<file path="src/rtl/display_scan_scheduler_if.sv">
// Character fetch bus between the scan scheduler and the message memory.
// Read latency is one cycle: mem_data is valid the cycle after mem_rd_en.
interface display_scan_scheduler_if;
  logic       mem_rd_en;
  logic [3:0] mem_addr;
  logic [3:0] mem_data;

  modport master (output mem_rd_en, output mem_addr, input mem_data);
  modport slave  (input mem_rd_en, input mem_addr, output mem_data);
endinterface

</file>
<file path="src/rtl/display_scan_scheduler.sv">
// Four-digit multiplexed display sequencer: fetches one character per digit,
// blanks between digits to suppress ghosting, and scrolls the message offset.
module display_scan_scheduler #(
  parameter int DIGIT_CYCLES    = 16,
  parameter int BLANK_CYCLES    = 2,
  parameter int FRAMES_PER_STEP = 64,
  parameter int MSG_LEN         = 16
) (
  input  logic                            clk,
  input  logic                            reset,
  input  logic                            enable,
  input  logic                            hold,
  display_scan_scheduler_if.master        mem,
  output logic [3:0]                      char,
  output logic                            an3,
  output logic                            an2,
  output logic                            an1,
  output logic                            an0,
  output logic                            frame_done,
  output logic [3:0]                      step
);

  localparam int CNT_MAX = (DIGIT_CYCLES > BLANK_CYCLES) ? DIGIT_CYCLES : BLANK_CYCLES;
  localparam int CNT_W   = $clog2(CNT_MAX) + 1;
  localparam int FC_W    = $clog2(FRAMES_PER_STEP) + 1;

  typedef enum logic [1:0] {IDLE, FETCH, BLANK, SHOW} state_t;

  state_t            state_reg, state_next;
  logic [CNT_W-1:0]  cnt_reg, cnt_next;
  logic [1:0]        idx_reg, idx_next;
  logic [FC_W-1:0]   frame_cnt_reg, frame_cnt_next;
  logic [3:0]        step_reg, step_next;
  logic [3:0]        char_reg, char_next;
  logic [3:0]        an_reg, an_next;
  logic              rd_en_reg, rd_en_next;
  logic [3:0]        addr_reg, addr_next;
  logic              frame_done_reg, frame_done_next;
  logic              frame_end;
  logic [4:0]        addr_sum;
  logic [3:0]        an_dec;

  // State register; every output is a register loaded from the next-state decode.
  always_ff @(posedge clk) begin
    if (!reset) begin
      state_reg      <= IDLE;
      cnt_reg        <= '0;
      idx_reg        <= '0;
      frame_cnt_reg  <= '0;
      step_reg       <= '0;
      char_reg       <= '0;
      an_reg         <= 4'b1111;
      rd_en_reg      <= 1'b0;
      addr_reg       <= '0;
      frame_done_reg <= 1'b0;
    end else begin
      state_reg      <= state_next;
      cnt_reg        <= cnt_next;
      idx_reg        <= idx_next;
      frame_cnt_reg  <= frame_cnt_next;
      step_reg       <= step_next;
      char_reg       <= char_next;
      an_reg         <= an_next;
      rd_en_reg      <= rd_en_next;
      addr_reg       <= addr_next;
      frame_done_reg <= frame_done_next;
    end
  end

  // Next-state: sequencing, digit index, frame counter and scroll offset.
  always_comb begin
    state_next     = state_reg;
    cnt_next       = cnt_reg;
    idx_next       = idx_reg;
    frame_cnt_next = frame_cnt_reg;
    step_next      = step_reg;
    frame_end      = 1'b0;
    if (!enable) begin
      state_next = IDLE;
      cnt_next   = '0;
      idx_next   = '0;
    end else begin
      case (state_reg)
        IDLE: begin
          state_next = FETCH;
          cnt_next   = '0;
          idx_next   = '0;
        end
        FETCH: begin
          state_next = BLANK;
          cnt_next   = '0;
        end
        BLANK: begin
          if (cnt_reg == CNT_W'(BLANK_CYCLES - 1)) begin
            state_next = SHOW;
            cnt_next   = '0;
          end else begin
            cnt_next = cnt_reg + CNT_W'(1);
          end
        end
        SHOW: begin
          if (cnt_reg == CNT_W'(DIGIT_CYCLES - 1)) begin
            state_next = FETCH;
            cnt_next   = '0;
            if (idx_reg == 2'd3) begin
              idx_next  = '0;
              frame_end = 1'b1;
              if (!hold) begin
                if (frame_cnt_reg == FC_W'(FRAMES_PER_STEP - 1)) begin
                  frame_cnt_next = '0;
                  step_next = (step_reg == 4'(MSG_LEN - 1)) ? 4'd0 : step_reg + 4'd1;
                end else begin
                  frame_cnt_next = frame_cnt_reg + FC_W'(1);
                end
              end
            end else begin
              idx_next = idx_reg + 2'd1;
            end
          end else begin
            cnt_next = cnt_reg + CNT_W'(1);
          end
        end
        default: state_next = IDLE;
      endcase
    end
  end

  // Only one anode can decode low, and only while the next state is SHOW.
  genvar gi;
  generate
    for (gi = 0; gi < 4; gi++) begin : g_an
      assign an_dec[gi] = !((state_next == SHOW) && (idx_next == 2'(3 - gi)));
    end
  endgenerate

  assign addr_sum = {1'b0, step_next} + {3'b000, idx_next};

  // Output decode, registered above so outputs line up with the state they describe.
  always_comb begin
    an_next         = an_dec;
    rd_en_next      = (state_next == FETCH);
    addr_next       = addr_reg;
    frame_done_next = frame_end;
    char_next       = char_reg;
    if (state_next == FETCH)
      addr_next = 4'((addr_sum >= 5'(MSG_LEN)) ? addr_sum - 5'(MSG_LEN) : addr_sum);
    // Memory data arrives during the first BLANK cycle.
    if (enable && (state_reg == BLANK) && (cnt_reg == '0))
      char_next = mem.mem_data;
  end

  assign mem.mem_rd_en = rd_en_reg;
  assign mem.mem_addr  = addr_reg;
  assign char          = char_reg;
  assign an3           = an_reg[3];
  assign an2           = an_reg[2];
  assign an1           = an_reg[1];
  assign an0           = an_reg[0];
  assign frame_done    = frame_done_reg;
  assign step          = step_reg;

endmodule

</file>
<file path="src/flat_wrapper.sv">
// flat-port wrapper written by rule: the top's interface ports become plain ports
module display_scan_scheduler_flat 
#(
  parameter int DIGIT_CYCLES    = 16,
  parameter int BLANK_CYCLES    = 2,
  parameter int FRAMES_PER_STEP = 64,
  parameter int MSG_LEN         = 16
)
  (clk, reset, enable, hold, char, an3, an2, an1, an0, frame_done, step, mem_mem_rd_en, mem_mem_addr, mem_mem_data);
  display_scan_scheduler_if mem_i ();
  input  logic clk;
  input  logic reset;
  input  logic enable;
  input  logic hold;
  output logic [3:0] char;
  output logic an3;
  output logic an2;
  output logic an1;
  output logic an0;
  output logic frame_done;
  output logic [3:0] step;
  output wire logic [$bits(mem_i.mem_rd_en)-1:0] mem_mem_rd_en;
  output wire logic [$bits(mem_i.mem_addr)-1:0] mem_mem_addr;
  input wire logic [$bits(mem_i.mem_data)-1:0] mem_mem_data;
  assign mem_mem_rd_en = mem_i.mem_rd_en;
  assign mem_mem_addr = mem_i.mem_addr;
  assign mem_i.mem_data = mem_mem_data;
  display_scan_scheduler #(.DIGIT_CYCLES(DIGIT_CYCLES), .BLANK_CYCLES(BLANK_CYCLES), .FRAMES_PER_STEP(FRAMES_PER_STEP), .MSG_LEN(MSG_LEN)) u_core (.clk(clk), .reset(reset), .enable(enable), .hold(hold), .mem(mem_i), .char(char), .an3(an3), .an2(an2), .an1(an1), .an0(an0), .frame_done(frame_done), .step(step));
endmodule
</file>
<file path="config.mk">
export PLATFORM = sky130hd
export DESIGN_NAME = display_scan_scheduler_flat
export DESIGN_NICKNAME = d
export VERILOG_FILES = /design/src/rtl/display_scan_scheduler_if.sv /design/src/rtl/display_scan_scheduler.sv /design/src/flat_wrapper.sv
export SDC_FILE = /design/constraint.sdc
export NUM_CORES = 1
export LEC_CHECK = 0
export CAP_MARGIN = 40
export CORE_AREA = 3 3 48 72
export CTS_CLUSTER_SIZE = 25
export DETAILED_ROUTE_END_ITERATION = 8
export DIE_AREA = 0 0 51 75
export GPL_ROUTABILITY_DRIVEN = 0
export HOLD_SLACK_MARGIN = 0.1
export MAX_ROUTING_LAYER = met4
export PLACE_DENSITY = 0.87
export SYNTH_ARGS = -nofsm -noshare
export SYNTH_HDL_FRONTEND = slang
export SYNTH_SLANG_ARGS = --single-unit
</file>
<file path="constraint.sdc">
create_clock -name clk -period 4.9 [get_ports clk]
set_input_delay 0.735 -clock clk [delete_from_list [all_inputs] [get_ports clk]]
set_output_delay 0.735 -clock clk [all_outputs]
set_load 0.01 [all_outputs]
</file>
* Yosys cells after proc, flatten, opt, wreduce, memory -nomap -nowiden
Index checks and enable logic that the tools add are counted. W data, S select, Z words.
Word-level totals: register bits 34, latch bits 0, memory bits (writable) 0, bits in read-only memories 0, output and inout bits 18, memories 0
Cells by class: $add $sub $neg 6, multipliers 0, div/mod/pow operators 0, magnitude comparators 1, eq/ne operators 13, shift operators 0, mux-type cells 21, bitwise gates (word level) 1, reductions and logical operators 17
Operators with widths (number):
- $mux W4 | 8
- $pmux W5 S3 | 1
- $eq A2 B2 Y1 const B | 6
- $mux W2 | 6
- $mux W5 | 2
- $pmux W2 S4 | 1
- $add A7 B1 Y7 const B | 1
- $eq A7 B6 Y1 const B | 1
- $mux W7 | 1
- $eq A2 B1 Y1 const B | 3
- $logic_and A1 B1 Y1 | 6
- $add A4 B2 Y5 | 1
- $add A5 B1 Y5 const B | 1
- $eq A5 B1 Y1 const B | 1
- $eq A5 B4 Y1 const B | 1
- $ge A5 B5 Y1 const B | 1
- $logic_not A5 Y1 | 1
- $reduce_and A5 Y1 | 1
- $add A4 B1 Y4 const B | 1
- $eq A4 B4 Y1 const B | 1
- $logic_not A1 Y1 | 4
- $logic_not A2 Y1 | 2
- $pmux W2 S2 | 1
- $reduce_and A4 Y1 | 1
- 6 further kinds | 6

* Depth between registers and ports, before layout
word-level depth 11, gate-level depth with buffers 10, gate-level depth less buffers 10

* Worst setup path before layout
Ideal clock, no wire load.
path kind reg2reg, start register u_core.cnt_reg[0], end register u_core.addr_reg[2], in the netlist u_core.mem.mem_addr[2], arrival time 2.554 ns, required time 4.783 ns, slack 2.229 ns, cell stages (with the launch flop) 11, path buffers 0, period minus slack after synthesis 2.671 ns, cell sequence dfxtp_1 ha_1 and3_1 ha_1 and3_1 and3_4 mux2_2 ha_1 fa_1 xnor2_1 o2bb2ai_1
Between the ends: cells in the longest elaborated chain, start to end 7, elaborated cells on any way between the ends 17
Ends and longest elaborated chain:
- start: declaration | line display_scan_scheduler.sv:30 | logic [CNT_W-1:0] cnt_reg, cnt_next;
- start signal: assignment | line display_scan_scheduler.sv:58 | cnt_reg <= cnt_next;
- $eq A5 B4 Y1 * | line display_scan_scheduler.sv:102 | if (cnt_reg == CNT_W'(DIGIT_CYCLES - 1)) begin
- $mux W4 * | line display_scan_scheduler.sv:102
- $mux W4 * | line display_scan_scheduler.sv:83 | case (state_reg)
- $mux W4 * | line display_scan_scheduler.sv:78 | if (!enable) begin
- net u_core.step_next[0] | line display_scan_scheduler.sv:33 | logic [3:0] step_reg, step_next;
- $add A4 B2 Y5 * | line display_scan_scheduler.sv:136 | assign addr_sum = {1'b0, step_next} + {3'b000, idx_next};
- $sub A4 B1 Y4 or $ge A5 B5 Y1 (tied branches) | line display_scan_scheduler.sv:146 | addr_next = 4'((addr_sum >= 5'(MSG_LEN)) ? addr_sum - 5'(MSG_LEN) : addr_sum);
- $mux W4 * | line display_scan_scheduler.sv:146
- end signal: assignment | line display_scan_scheduler.sv:65 | addr_reg <= addr_next;
- end: declaration | line display_scan_scheduler.sv:37 | logic [3:0] addr_reg, addr_next;
The timed path passes the listed nets; every way through them passes the cells marked *. A chain may end at the register's enable or synchronous reset.

* Worst setup path after layout
start register u_core.cnt_reg[0], end register u_core.addr_reg[1], in the netlist u_core.mem.mem_addr[1]
Between the ends: cells in the longest elaborated chain, start to end 7, elaborated cells on any way between the ends 17
Ends and longest elaborated chain:
- $eq A5 B4 Y1 * | line display_scan_scheduler.sv:102
- $mux W2 * | line display_scan_scheduler.sv:102
- $pmux W2 S2 * | line display_scan_scheduler.sv:83
- $mux W2 * | line display_scan_scheduler.sv:78
- net u_core.idx_next[0] | line display_scan_scheduler.sv:31 | logic [1:0] idx_reg, idx_next;
- $add A4 B2 Y5 * | line display_scan_scheduler.sv:136
- net u_core.addr_sum[1] | line display_scan_scheduler.sv:40 | logic [4:0] addr_sum;
- $sub A4 B1 Y4 or $ge A5 B5 Y1 (tied branches) | line display_scan_scheduler.sv:146
- $mux W4 * | line display_scan_scheduler.sv:146
Marks and branches as above.

==> flow_summary.json <==
{
  "hp-class": "flop to flop",
  "placed_cell_area_sq_mm": 0.00189,
  "final_common_cell": "dfxtp_1",
  "pin_count": 26,
  "yosysSeqAreaShare_pct": 42.6,
  "via_per_inst": 5.36,
  "ctsHoldBuffers": 0,
  "tritoncts": "yes",
  "detail-route-antenna-nets": 0,
  "root_buffer": "clkbuf_8",
  "max_freq_mhz": 328,
  "ys_seq_elements": 34,
  "grt_pass1_wl_um": 5770,
  "start_util_pct": 54.8,
  "synth_area_per_cell_sq_um": 9.50,
  "skew_ps": 5.50,
  "tightest_slew_ps": 733,
  "n_fill_cell": 245,
  "synthCells": 168,
  "internal-power_uw": 404,
  "cts_buffers": 5,
  "combPwrFrac_pct": 6.5,
  "post_drt_wl_per_cell_um": 14.6,
  "start_kind": "flop",
  "drtIter0Drc": 30,
  "stdcell_count": 236,
  "core_area_sq_mm": 0.00291,
  "synth_edf_count": 0,
  "period_share_pct": 62.3,
  "ir_drop_v": 0.000200,
  "status": "finished clean",
  "portBuffers": 25,
  "regArea_sq_um": 681,
  "drc": 0,
  "crit_type": "flop to flop",
  "rsz0062_at_grt": "no",
  "via_count": 1265,
  "largest_register_ffs": 7,
  "die_h_um": 75,
  "relSlewSlack_pct": 50.7,
  "finalNetCount": 220,
  "synth_top_flop_cell": "dfxtp_1",
  "first_pass_iters": 4,
  "async_reset_ff_share_pct": 0,
  "synth.distinct_cells": 36,
  "antennaDiodeCount": 0,
  "die-area_sq_mm": 0.00383,
  "grt_pass1_vias": 1343,
  "crit_fanout": 7,
  "final_area_sq_mm": 0.00197,
  "finalHoldViolCount": 0,
  "cts.clk_slew.worst_paths_ps": 70,
  "syn_nets": 190,
  "drive_above_1_share_pct": 6.09,
  "post_cts_buffers": 0,
  "post-dp-hpwl_um": 2700,
  "cp_data_arrival_time_ps": 3210,
  "leakagePower_uw": 0.000779,
  "yosys_warnings": 0,
  "power_frac_clock_pct": 38.9,
  "totalWireLength_um": 3450,
  "sequentialPowerShare_pct": 54.6,
  "grt_usage_pct": 21.1,
  "grt_max_degree": 14,
  "maxSlewViolCount": 0,
  "p_per_area_mw_per_mm2": 262,
  "maxCapViolCount": 0,
  "clock_sinks": 34,
  "finalSetupTns_ps": 0,
  "clock_latency_ps": 280,
  "worstSetupEndpointType": "flop",
  "switching_share_pct": 21.8,
  "areaGrowthSynthToFinish_pct": 23.4,
  "critPathRequiredTime_ps": 5060,
  "rows": 24,
  "cts_resized": 0,
  "final_cell_mix": "dfxtp_1, clkdlybuf4s50_1, nor2_1",
  "grt_overflow": 0,
  "clockBufferDepth": 2,
  "setup_viol": 0,
  "antenna_found_initial": 0,
  "dpl.cell_count": 230,
  "p_switching_uw": 112,
  "die_w_um": 51,
  "syn_area_sq_mm": 0.00160,
  "htreeDepth": 2,
  "min_period_ps": 3050,
  "multi_input_area_sq_um": 875
}
-- cell usage after synthesis, types with 5 or more instances --
cell	n	area, sq um
inv_1	9	33.8
nor2_1	19	71.3
mux2i_1	5	50.1
and3_1	5	31.3
a21oi_1	5	25.0
nand2_1	14	52.6
ha_1	13	163
xor2_1	6	52.6
dfxtp_1	34	681
and2_1	7	43.8
-- worst max-delay path, stage by stage (launching register included) --
cell	delay (ps)
dfxtp_1	400
ha_1	210
and3_1	190
ha_1	270
nor4b_1	240
o21ai_0	140
a21boi_0	590
ha_1	340
fa_1	430
nand2_1	70
a21oi_1	50
-- layer usage --
metal  up-vias  GRT usage (%)  share of wire, %
met1       598           19.5                37
met4         0           8.08               1.7
met3         6           5.35               3.8
met5         -              -                 0
met2        29           40.7                58
li1        632              -                 -
-- logic make-up (layout without fill, tap and decap cells) --
| group | count (synthesis) | in the layout | synth area share (%) |
|---|---|---|---|
| AOI/OAI and AO/OA | 21 | 21 | 8.86 |
| muxes | 7 | 7 | 4.55 |
| adders and majority gates | 14 | 14 | 11.4 |
| and+or+nand+nor | 72 | 72 | 25.0 |
| xor gates and xnor gates | 9 | 9 | 4.94 |
| DFF | 34 | 34 | 42.6 |
| buffers and inverters | 11 | 40 | 2.59 |
-- area by class of cell --
cell class                 instances  area share (%)
multi-input combinational        123            44.4
tap                               39            2.48
clock buffer                       6            4.19
sequential                        34            34.5
inverter                           9            1.71
timing repair buffer              25            12.7
-- power groups by stage --
stage	Clock [uW]	Sequential (uW)	Combinational, uW
floorplan	0	289	16.3
global placement	0	288	32.1
detailed placement	0	288	33.6
CTS	204	282	33.7
global route	217	282	36.6
finish	201	282	33.8
-- metrics by stage --
stage / setup WS [ps] / util, % / power (uW) / hold WS (ps)
final: 1850 / 67.7 / 516 / 461
after floorplan: 2230 / - / 305 / 411
after global routing: 1560 / 67.7 / 535 / 488
after detailed placement: 1630 / 64.8 / 322 / 453
after CTS: 1810 / 67.7 / 520 / 463
after global placement: 1710 / 64.8 / 320 / 427
-- worst paths after layout --
kind                                from                endpoint  slack [ps]  cells past startpoint
setup / recovery       u_core.cnt_reg[0]  u_core.mem.mem_addr[1]        1850                     10
hold / removal    u_core.mem.mem_addr[0]  u_core.mem.mem_addr[0]         460                      2
setup reg to reg       u_core.cnt_reg[0]  u_core.mem.mem_addr[1]        1850                     10
hold reg to reg   u_core.mem.mem_addr[0]  u_core.mem.mem_addr[0]         460                      2
(Power assumes the default switching activity.)
